[config.mk]
export PLATFORM = sky130hd
export DESIGN_NAME = dff_pipe_flat
export DESIGN_NICKNAME = d
export VERILOG_FILES = /design/src/rtl/dff_pkg.sv /design/src/rtl/dff_if.sv /design/src/rtl/dff_stage.sv /design/src/rtl/dff_pipe.sv /design/src/flat_wrapper.sv
export SDC_FILE = /design/constraint.sdc
export NUM_CORES = 1
export LEC_CHECK = 0
export CELL_PAD_IN_SITES_DETAIL_PLACEMENT = 1
export CELL_PAD_IN_SITES_GLOBAL_PLACEMENT = 1
export CORE_MARGIN = 2
export CORE_UTILIZATION = 25
export DETAILED_ROUTE_END_ITERATION = 16
export PLACE_DENSITY_LB_ADDON = 0.1
export SLEW_MARGIN = 20
export SYNTH_ARGS = -nofsm -noshare
export SYNTH_HDL_FRONTEND = slang
export SYNTH_SLANG_ARGS = --single-unit
[constraint.sdc]
create_clock -name clk -period 4.57 [get_ports clk]
set_input_delay 0.914 -clock clk [delete_from_list [all_inputs] [get_ports clk]]
set_output_delay 0.914 -clock clk [all_outputs]
set_load 0.02 [all_outputs]
[src/rtl/dff_pkg.sv]
// Shared constants and helpers for the dff_pipe retiming pipeline.
package dff_pkg;

    localparam int   DEF_WIDTH = 8;
    localparam int   DEF_DEPTH = 3;
    localparam logic SET_BIT   = 1'b1;

    function automatic int cnt_w(input int depth);
        return $clog2(depth + 1);
    endfunction

endpackage

[src/rtl/dff_if.sv]
// Producer/consumer handshake bundle of dff_pipe.
interface dff_if
    import dff_pkg::*;
#(
    parameter int WIDTH = DEF_WIDTH,
    parameter int DEPTH = DEF_DEPTH
) ();

    localparam int CW = cnt_w(DEPTH);

    logic             in_valid;
    logic             in_ready;
    logic [WIDTH-1:0] d;
    logic             out_valid;
    logic             out_ready;
    logic [WIDTH-1:0] q;
    logic [CW-1:0]    count;

    modport master (
        output in_valid, d, out_ready,
        input  in_ready, out_valid, q, count
    );

    modport slave (
        input  in_valid, d, out_ready,
        output in_ready, out_valid, q, count
    );

endinterface

[src/rtl/dff_stage.sv]
// One pipeline stage: data/valid register with flush, preload and load enable.
module dff_stage
    import dff_pkg::*;
#(
    parameter int               WIDTH   = DEF_WIDTH,
    parameter logic [WIDTH-1:0] SET_VAL = {WIDTH{SET_BIT}}
) (
    input  logic             clk,
    input  logic             reset,
    input  logic             clr_i,
    input  logic             set_i,
    input  logic             en_i,
    input  logic             valid_i,
    input  logic [WIDTH-1:0] data_i,
    output logic             valid_o,
    output logic [WIDTH-1:0] data_o
);

    typedef struct packed {
        logic             valid;
        logic [WIDTH-1:0] data;
    } stage_t;

    stage_t st_q, st_d;

    // Arms are made disjoint so clr wins over set, set over load.
    always_comb begin
        st_d = st_q;
        unique case (1'b1)
            clr_i:                   st_d = '0;
            set_i & ~clr_i:          st_d = '{valid: 1'b1, data: SET_VAL};
            en_i & ~set_i & ~clr_i:  st_d = '{valid: valid_i, data: data_i};
            default:                 st_d = st_q;
        endcase
    end

    always_ff @(posedge clk or negedge reset) begin
        if (!reset) st_q <= '0;
        else        st_q <= st_d;
    end

    assign valid_o = st_q.valid;
    assign data_o  = st_q.data;

endmodule

[src/rtl/dff_pipe.sv]
// DEPTH-stage stallable register pipeline with bubble collapsing,
// synchronous flush/preload and a registered occupancy count.
module dff_pipe
    import dff_pkg::*;
#(
    parameter int               WIDTH   = DEF_WIDTH,
    parameter int               DEPTH   = DEF_DEPTH,
    parameter logic [WIDTH-1:0] SET_VAL = {WIDTH{SET_BIT}}
) (
    input logic  clk,
    input logic  reset,
    input logic  set,
    input logic  clr,
    dff_if.slave bus
);

    localparam int CW = cnt_w(DEPTH);

    logic             v    [DEPTH];
    logic [WIDTH-1:0] data [DEPTH];
    logic [DEPTH-1:0] adv;
    logic             in_xfer;
    logic             out_xfer;
    logic [CW-1:0]    count_q, count_d;

    // A stage may load when it is empty or its downstream neighbour moves.
    always_comb begin
        logic carry;
        carry = bus.out_ready;
        adv   = '0;
        for (int i = DEPTH - 1; i >= 0; i--) begin
            carry  = ~v[i] | carry;
            adv[i] = carry;
        end
    end

    for (genvar i = 0; i < DEPTH; i++) begin : g_stage
        logic             up_v;
        logic [WIDTH-1:0] up_d;

        if (i == 0) begin : g_head
            assign up_v = bus.in_valid;
            assign up_d = bus.d;
        end else begin : g_body
            assign up_v = v[i-1];
            assign up_d = data[i-1];
        end

        dff_stage #(
            .WIDTH   (WIDTH),
            .SET_VAL (SET_VAL)
        ) u_stage (
            .clk     (clk),
            .reset   (reset),
            .clr_i   (clr),
            .set_i   (set),
            .en_i    (adv[i]),
            .valid_i (up_v),
            .data_i  (up_d),
            .valid_o (v[i]),
            .data_o  (data[i])
        );
    end

    assign in_xfer  = bus.in_valid & adv[0];
    assign out_xfer = v[DEPTH-1] & bus.out_ready;

    always_comb begin
        count_d = count_q;
        unique case (1'b1)
            clr:         count_d = '0;
            set & ~clr:  count_d = CW'(DEPTH);
            default:     count_d = count_q + CW'(in_xfer) - CW'(out_xfer);
        endcase
    end

    always_ff @(posedge clk or negedge reset) begin
        if (!reset) count_q <= '0;
        else        count_q <= count_d;
    end

    assign bus.in_ready  = adv[0] & ~clr & ~set;
    assign bus.out_valid = v[DEPTH-1];
    assign bus.q         = data[DEPTH-1];
    assign bus.count     = count_q;

endmodule

[src/flat_wrapper.sv]
// flat-port wrapper written by rule: the top's interface ports become plain ports
module dff_pipe_flat import dff_pkg::*;
#(
    parameter int               WIDTH   = DEF_WIDTH,
    parameter int               DEPTH   = DEF_DEPTH,
    parameter logic [WIDTH-1:0] SET_VAL = {WIDTH{SET_BIT}}
)
  (clk, reset, set, clr, bus_in_valid, bus_d, bus_out_ready, bus_in_ready, bus_out_valid, bus_q, bus_count);
  dff_if #(.WIDTH(WIDTH), .DEPTH(DEPTH)) bus_i ();
  input logic clk;
  input logic reset;
  input logic set;
  input logic clr;
  input wire logic [$bits(bus_i.in_valid)-1:0] bus_in_valid;
  input wire logic [$bits(bus_i.d)-1:0] bus_d;
  input wire logic [$bits(bus_i.out_ready)-1:0] bus_out_ready;
  output wire logic [$bits(bus_i.in_ready)-1:0] bus_in_ready;
  output wire logic [$bits(bus_i.out_valid)-1:0] bus_out_valid;
  output wire logic [$bits(bus_i.q)-1:0] bus_q;
  output wire logic [$bits(bus_i.count)-1:0] bus_count;
  assign bus_i.in_valid = bus_in_valid;
  assign bus_i.d = bus_d;
  assign bus_i.out_ready = bus_out_ready;
  assign bus_in_ready = bus_i.in_ready;
  assign bus_out_valid = bus_i.out_valid;
  assign bus_q = bus_i.q;
  assign bus_count = bus_i.count;
  dff_pipe #(.WIDTH(WIDTH), .DEPTH(DEPTH), .SET_VAL(SET_VAL)) u_core (.clk(clk), .reset(reset), .set(set), .clr(clr), .bus(bus_i));
endmodule
==> impl_metrics.tcl, run 1 <==
set metrics [dict create \
    outcome "finished clean" \
    yosys.area.top_type "dfrtp_1" \
    yosys_warnings 0 \
    required_ps 3660 \
    ant_nets 0 \
    grt_antenna_before_repair 0 \
    slew_headroom 0.535 \
    synth_edf_count 0 \
    ys_seq_elements 29 \
    max_cap_violations 0 \
    cp_max_fo 14 \
    ir_drop_mv 0.0876 \
    whs_ps 527 \
    grt_pass1_wl_mm 5.31 \
    synth_top_area_frac 0.538 \
    yosys-top-cells-count "dfrtp_1 (29), nand2_1 (16), a21oi_1 (14), mux2i_1 (12), nor2_1 (9)" \
    dp_hpwl_mm 2.03 \
    setup_total_negative_slack_ps 0 \
    skew_ps 2.79 \
    synthTopCellsByArea "dfrtp_1 (54%), mux2i_1 (8.9%), a21oi_1 (5.2%), nand2_1 (4.5%), a31oi_1 (3.7%)" \
    path_clk_slew_ps 60 \
    post_dp_cell_area_mm2 0.00162 \
    start_util 0.261 \
    drc_errors 0 \
    min_period_over_period 0.755 \
    final_cell_count_no_fill 218 \
    insertion_delay_ps 280 \
    syn_nets 139 \
    numCtsBuffers 5 \
    cts_tree "done" \
    netlist_instances 123 \
    rows 26 \
    grt_max_degree 30 \
    core_area_mm2 0.00517 \
    postRouteWirelength_mm 3.11 \
    synthToLayoutAreaGrowth_pct 26.4 \
    vias_per_cell 4.44 \
    reg2reg_depth 7 \
    die_h_um 77.5 \
    ctsHtreeMaxLevel 2 \
    p_leak_uw 0.000700 \
    fin_nets 163 \
    worstSetupEndpoint "bus_in_ready" \
    slew_viol_final 0 \
    synth_most_common_cell "dfrtp_1" \
    setup_viol 0 \
    syn-cell-area_mm2 0.00135 \
    hold_buffers 0 \
    clockBufferDepth 2 \
    fmax_mhz 290 \
    wl_per_cell_um 14.2 \
    r2r_setup_slack_ps 2680 \
    syn_avg_cell_area_um2 11.0 \
    grt_overflow 0 \
    layout-drive-gt1-share 0.142 \
    async_flop_share 1.00 \
    first_global_vias 1021 \
    gp_congestion 0.637 \
    stdcell_area_mm2 0.00171 \
    die-area_mm2 0.00600 \
    ios 26 \
    cts_resized 0 \
    worstHoldPathType "reg2reg" \
    fin_util 0.330 \
    ys_types 24 \
    cts_root_buf "clkbuf_8" \
    r2r_end "u_core.bus.count[1]" \
    r2r_start "u_core.g_stage[2].u_stage.valid_o" \
    worstSetupStartpointType "input port" \
    drt_first_pass_iters 3 \
    drt_iter0_drc 43 \
    arrival_ps 2530 \
    finalHoldViolCount 0 \
    antenna_cells 0 \
    grt_usage 0.116 \
    die_x_um 77.5 \
    period_needed_ps 3450 \
    dp.cells 210 \
    rsz0062_at_grt "false" \
    worst_pin_slew_ps 697 \
    power.density_mw_per_mm2 344 \
    path_class "in2out" \
    cts.sinks 29 \
    cts_setup_buffers 0 \
    ys_dominant_reg_cell "dfrtp_1" \
    crit_start "set" \
    port_buffers 25 \
    yosysSeqAreaShare 0.538 \
    crit_path_end_kind "output pin" \
    num_vias 967 \
]
==> cell type report <==
class / count / area [um^2]
fillers: 580 / 3470
flip-flops and latches: 29 / 726
multi-input cells: 80 / 526
repair buffers: 28 / 273
well taps: 70 / 87.6
clock buffers: 6 / 72.6
inverters: 3 / 11.3
clock inverters: 2 / 10.0
==> worst max-delay path: stages <==
cell,delay [ps]
clkdlybuf4s50_1,690
nor3_1,290
clkdlybuf4s50_1,640
==> flip-flops by register name (all words and copies together), names as in the netlist <==
name and count:
u_core.g_stage.u_stage.data_o 24, u_core.g_stage.u_stage.valid_o 3, u_core.bus.count 2
==> stage by stage <==
step,total power (uW),setup slack (ps)
6_report,587,1120
5_1_grt,619,1030
3_5_place_dp,389,1110
2_1_floorplan,344,1840
3_3_place_gp,388,1110
4_1_cts,597,1090
==> worst min path at each step <==
stage,slack [ps],to,depth (start not counted),start
global placement,490,u_core.g_stage[1].u_stage.valid_o,2,u_core.g_stage[0].u_stage.valid_o
finish,530,u_core.g_stage[1].u_stage.valid_o,2,u_core.g_stage[0].u_stage.valid_o
floorplan,460,u_core.g_stage[1].u_stage.valid_o,2,u_core.g_stage[0].u_stage.valid_o
detailed placement,520,u_core.g_stage[1].u_stage.valid_o,2,u_core.g_stage[0].u_stage.valid_o
global route,560,u_core.g_stage[1].u_stage.valid_o,2,u_core.g_stage[0].u_stage.valid_o
CTS,530,u_core.g_stage[1].u_stage.valid_o,2,u_core.g_stage[0].u_stage.valid_o
==> cell families after synthesis <==
kind of cell,share of synthesized area
fa+ha+maj,0.0185
simple gates,0.147
xor+xnor,0.0130
mux,0.0891
compound gates,0.122
buf+inv,0.0724
flops,0.538
==> power by group <==
group / switching, uW / total (uW) / leakage (uW) / internal (uW)
clock: 99.6 / 205 / 0.0000450 / 105
combinational: 50.3 / 95.5 / 0.000295 / 45.3
sequential: 10.6 / 286 / 0.000360 / 276
==> layer usage <==
layer	share of wire	wire, um	GRT usage	vias up
met2	0.46	1430	0.170	19
met1	0.49	1510	0.155	471
met4	0.021	65	0.0536	0
li1	-	-	-	471
met5	0	0	0	-
met3	0.033	104	0.0360	6
==> cells in the final DEF (no fill, tap or decap) <==
cell type,n
buf_4,3
a211oi_2,3
clkbuf_8,5
dfrtp_1,29
xnor2_1,1
nor3_2,3
inv_1,3
nand2_1,16
and2b_2,2
a211oi_1,1
clkinv_2,2
clkdlybuf4s50_1,25
clkbuf_1,1
a31oi_1,8
and3b_2,1
or2b_2,1
and2_2,1
mux2i_1,12
and4b_1,1
ha_1,2
nor3_1,4
a21oi_1,14
nor2_1,9
xor2_1,1
Note: power is estimated with default switching activity, not from simulation.
==> run 2: changes to the inputs <==
==> constraint.sdc (replaced) <==
create_clock -name clk -period 3.38 [get_ports clk]
set_input_delay 0.676 -clock clk [delete_from_list [all_inputs] [get_ports clk]]
set_output_delay 0.676 -clock clk [all_outputs]
set_load 0.02 [all_outputs]
==> run 2 against run 1 <==
  * Sequential power rose by 36%
  * Clock-buffer cell count grew 1
  * Wire length is 1.4% higher
  * First-iteration DRC count shrank 14%
  * Worst hold slack got worse by 23 ps
  * Final area up 0.66%
  * Die area unchanged
  * Critical path type unchanged
  * Critical endpoint unchanged
==> impl_metrics.tcl, run 2 (synthesis gave the netlist of run 1 again) <==
set metrics [dict create \
    outcome "finished clean" \
    largest_reg_flops 24 \
    top_usage_layer "met2" \
    r2r_start "u_core.g_stage[2].u_stage.valid_o" \
    cts_root_buf "clkbuf_8" \
    ir_drop_mv 0.153 \
    hp-start "u_core.g_stage[0].u_stage.valid_o" \
    min_period_over_period 0.856 \
    p_leak_uw 0.000704 \
    setup_viol 0 \
    die_h_um 77.5 \
    required_ps 2700 \
    finalHoldViolCount 0 \
    period_needed_ps 2890 \
    insertion_delay_ps 270 \
    crit_path_end_kind "output pin" \
    worstHoldPathType "reg2reg" \
    max_cap_violations 0 \
    drt_iter0_drc 37 \
    cts_resized 0 \
    r2r_setup_slack_ps 1480 \
    grt_antenna_before_repair 0 \
    met2_usage 0.190 \
    grt_max_degree 30 \
    post_dp_cell_area_mm2 0.00163 \
    wl_per_cell_um 14.4 \
    fin_nets 164 \
    slew_headroom 0.546 \
    slew_viol_final 0 \
    reg2reg_depth 7 \
    drt_first_pass_iters 4 \
    worstSetupStartpointType "input port" \
    postRouteWirelength_mm 3.15 \
    start_util 0.261 \
    ios 26 \
    die_x_um 77.5 \
    skew_ps 5.97 \
    path_class "in2out" \
    cts.sinks 29 \
    grt_usage 0.118 \
    hold_buffers 0 \
    rows 26 \
    r2r_end "u_core.bus.count[1]" \
    grt_pass1_wl_mm 5.33 \
    antenna_cells 0 \
    power.density_mw_per_mm2 466 \
    numCtsBuffers 5 \
    grt_overflow 0 \
    synthToLayoutAreaGrowth_pct 27.3 \
    ant_nets 0 \
    gp_congestion 0.633 \
    arrival_ps 2220 \
    min_path_cells 2 \
    core_area_mm2 0.00517 \
    first_global_vias 1085 \
    path_clk_slew_ps 60 \
    cts_setup_buffers 0 \
    final_cell_mix "dfrtp_1 (29), clkdlybuf4s50_1 (25), nand2_1 (16)" \
    rsz0062_at_grt "false" \
    num_vias 990 \
    die-area_mm2 0.00600 \
    vias_per_cell 4.54 \
    setup_total_negative_slack_ps 0 \
    stdcell_area_mm2 0.00172 \
    clockBufferDepth 2 \
    ctsHtreeMaxLevel 2 \
    final_common_cell "dfrtp_1" \
    whs_endpoint "u_core.g_stage[1].u_stage.valid_o" \
    met1_usage 0.142 \
    layout-drive-gt1-share 0.142 \
    cts_tree "done" \
    cp_max_fo 5 \
    drc_errors 0 \
    worst_pin_slew_ps 680 \
    fmax_mhz 346 \
    port_buffers 25 \
    dp_hpwl_mm 2.04 \
    grt_use_met3 0.0360 \
]
-- run 2: changes by cell type in the layout (fill, tap and decap cells not counted), sizes merged --
cell,change
clkinv,-2
clkbuf,+1
buf,+1
-- run 2: power by group --
part	internal, uW	switching (uW)
Combinational	61.8	68.1
Clock	161	121
Sequential	373	14.8
-- run 2: how the worst max path moves through the flow --
stage,startpoint,endpoint,slack [ps],cells after the start
global placement,bus_out_ready,bus_in_ready,470,4
CTS,bus_out_ready,bus_in_ready,460,4
detailed placement,bus_out_ready,bus_in_ready,510,4
global route,bus_out_ready,bus_in_ready,440,4
finish,bus_out_ready,bus_in_ready,490,4
floorplan,bus_out_ready,bus_in_ready,1120,4
-- run 2: final cells by class --
cell class	instances	area [um^2]
Clock buffer	7	86.3
Sequential cell	29	726
Inverter	3	11.3
Fill cell	577	3460
Multi-Input combinational cell	80	526
Tap cell	70	87.6
Timing Repair Buffer	29	280
-- run 2: worst max-delay path: stages --
cell and delay [ps]:
clkdlybuf4s50_1 530, and4b_1 250, nor3_1 140, clkdlybuf4s50_1 630
-- run 2: metrics by stage --
stage	hold slack [ps]	total power, uW	util	setup WS, ps	std cells
2_1_floorplan	380	466	-	1120	123
3_3_place_gp	482	524	0.315	469	211
3_5_place_dp	487	527	0.315	510	211
4_1_cts	511	821	0.332	461	218
5_1_grt	536	852	0.332	441	218
6_report	504	800	0.332	486	218
-- run 2: routing by layer --
layer | part of all wire | routed length (um) | vias to the layer above
met5 | 0 | 0 | -
met4 | 0.017 | 53 | 0
met3 | 0.034 | 107 | 4
met2 | 0.49 | 1540 | 22
met1 | 0.46 | 1450 | 496
li1 | - | - | 468
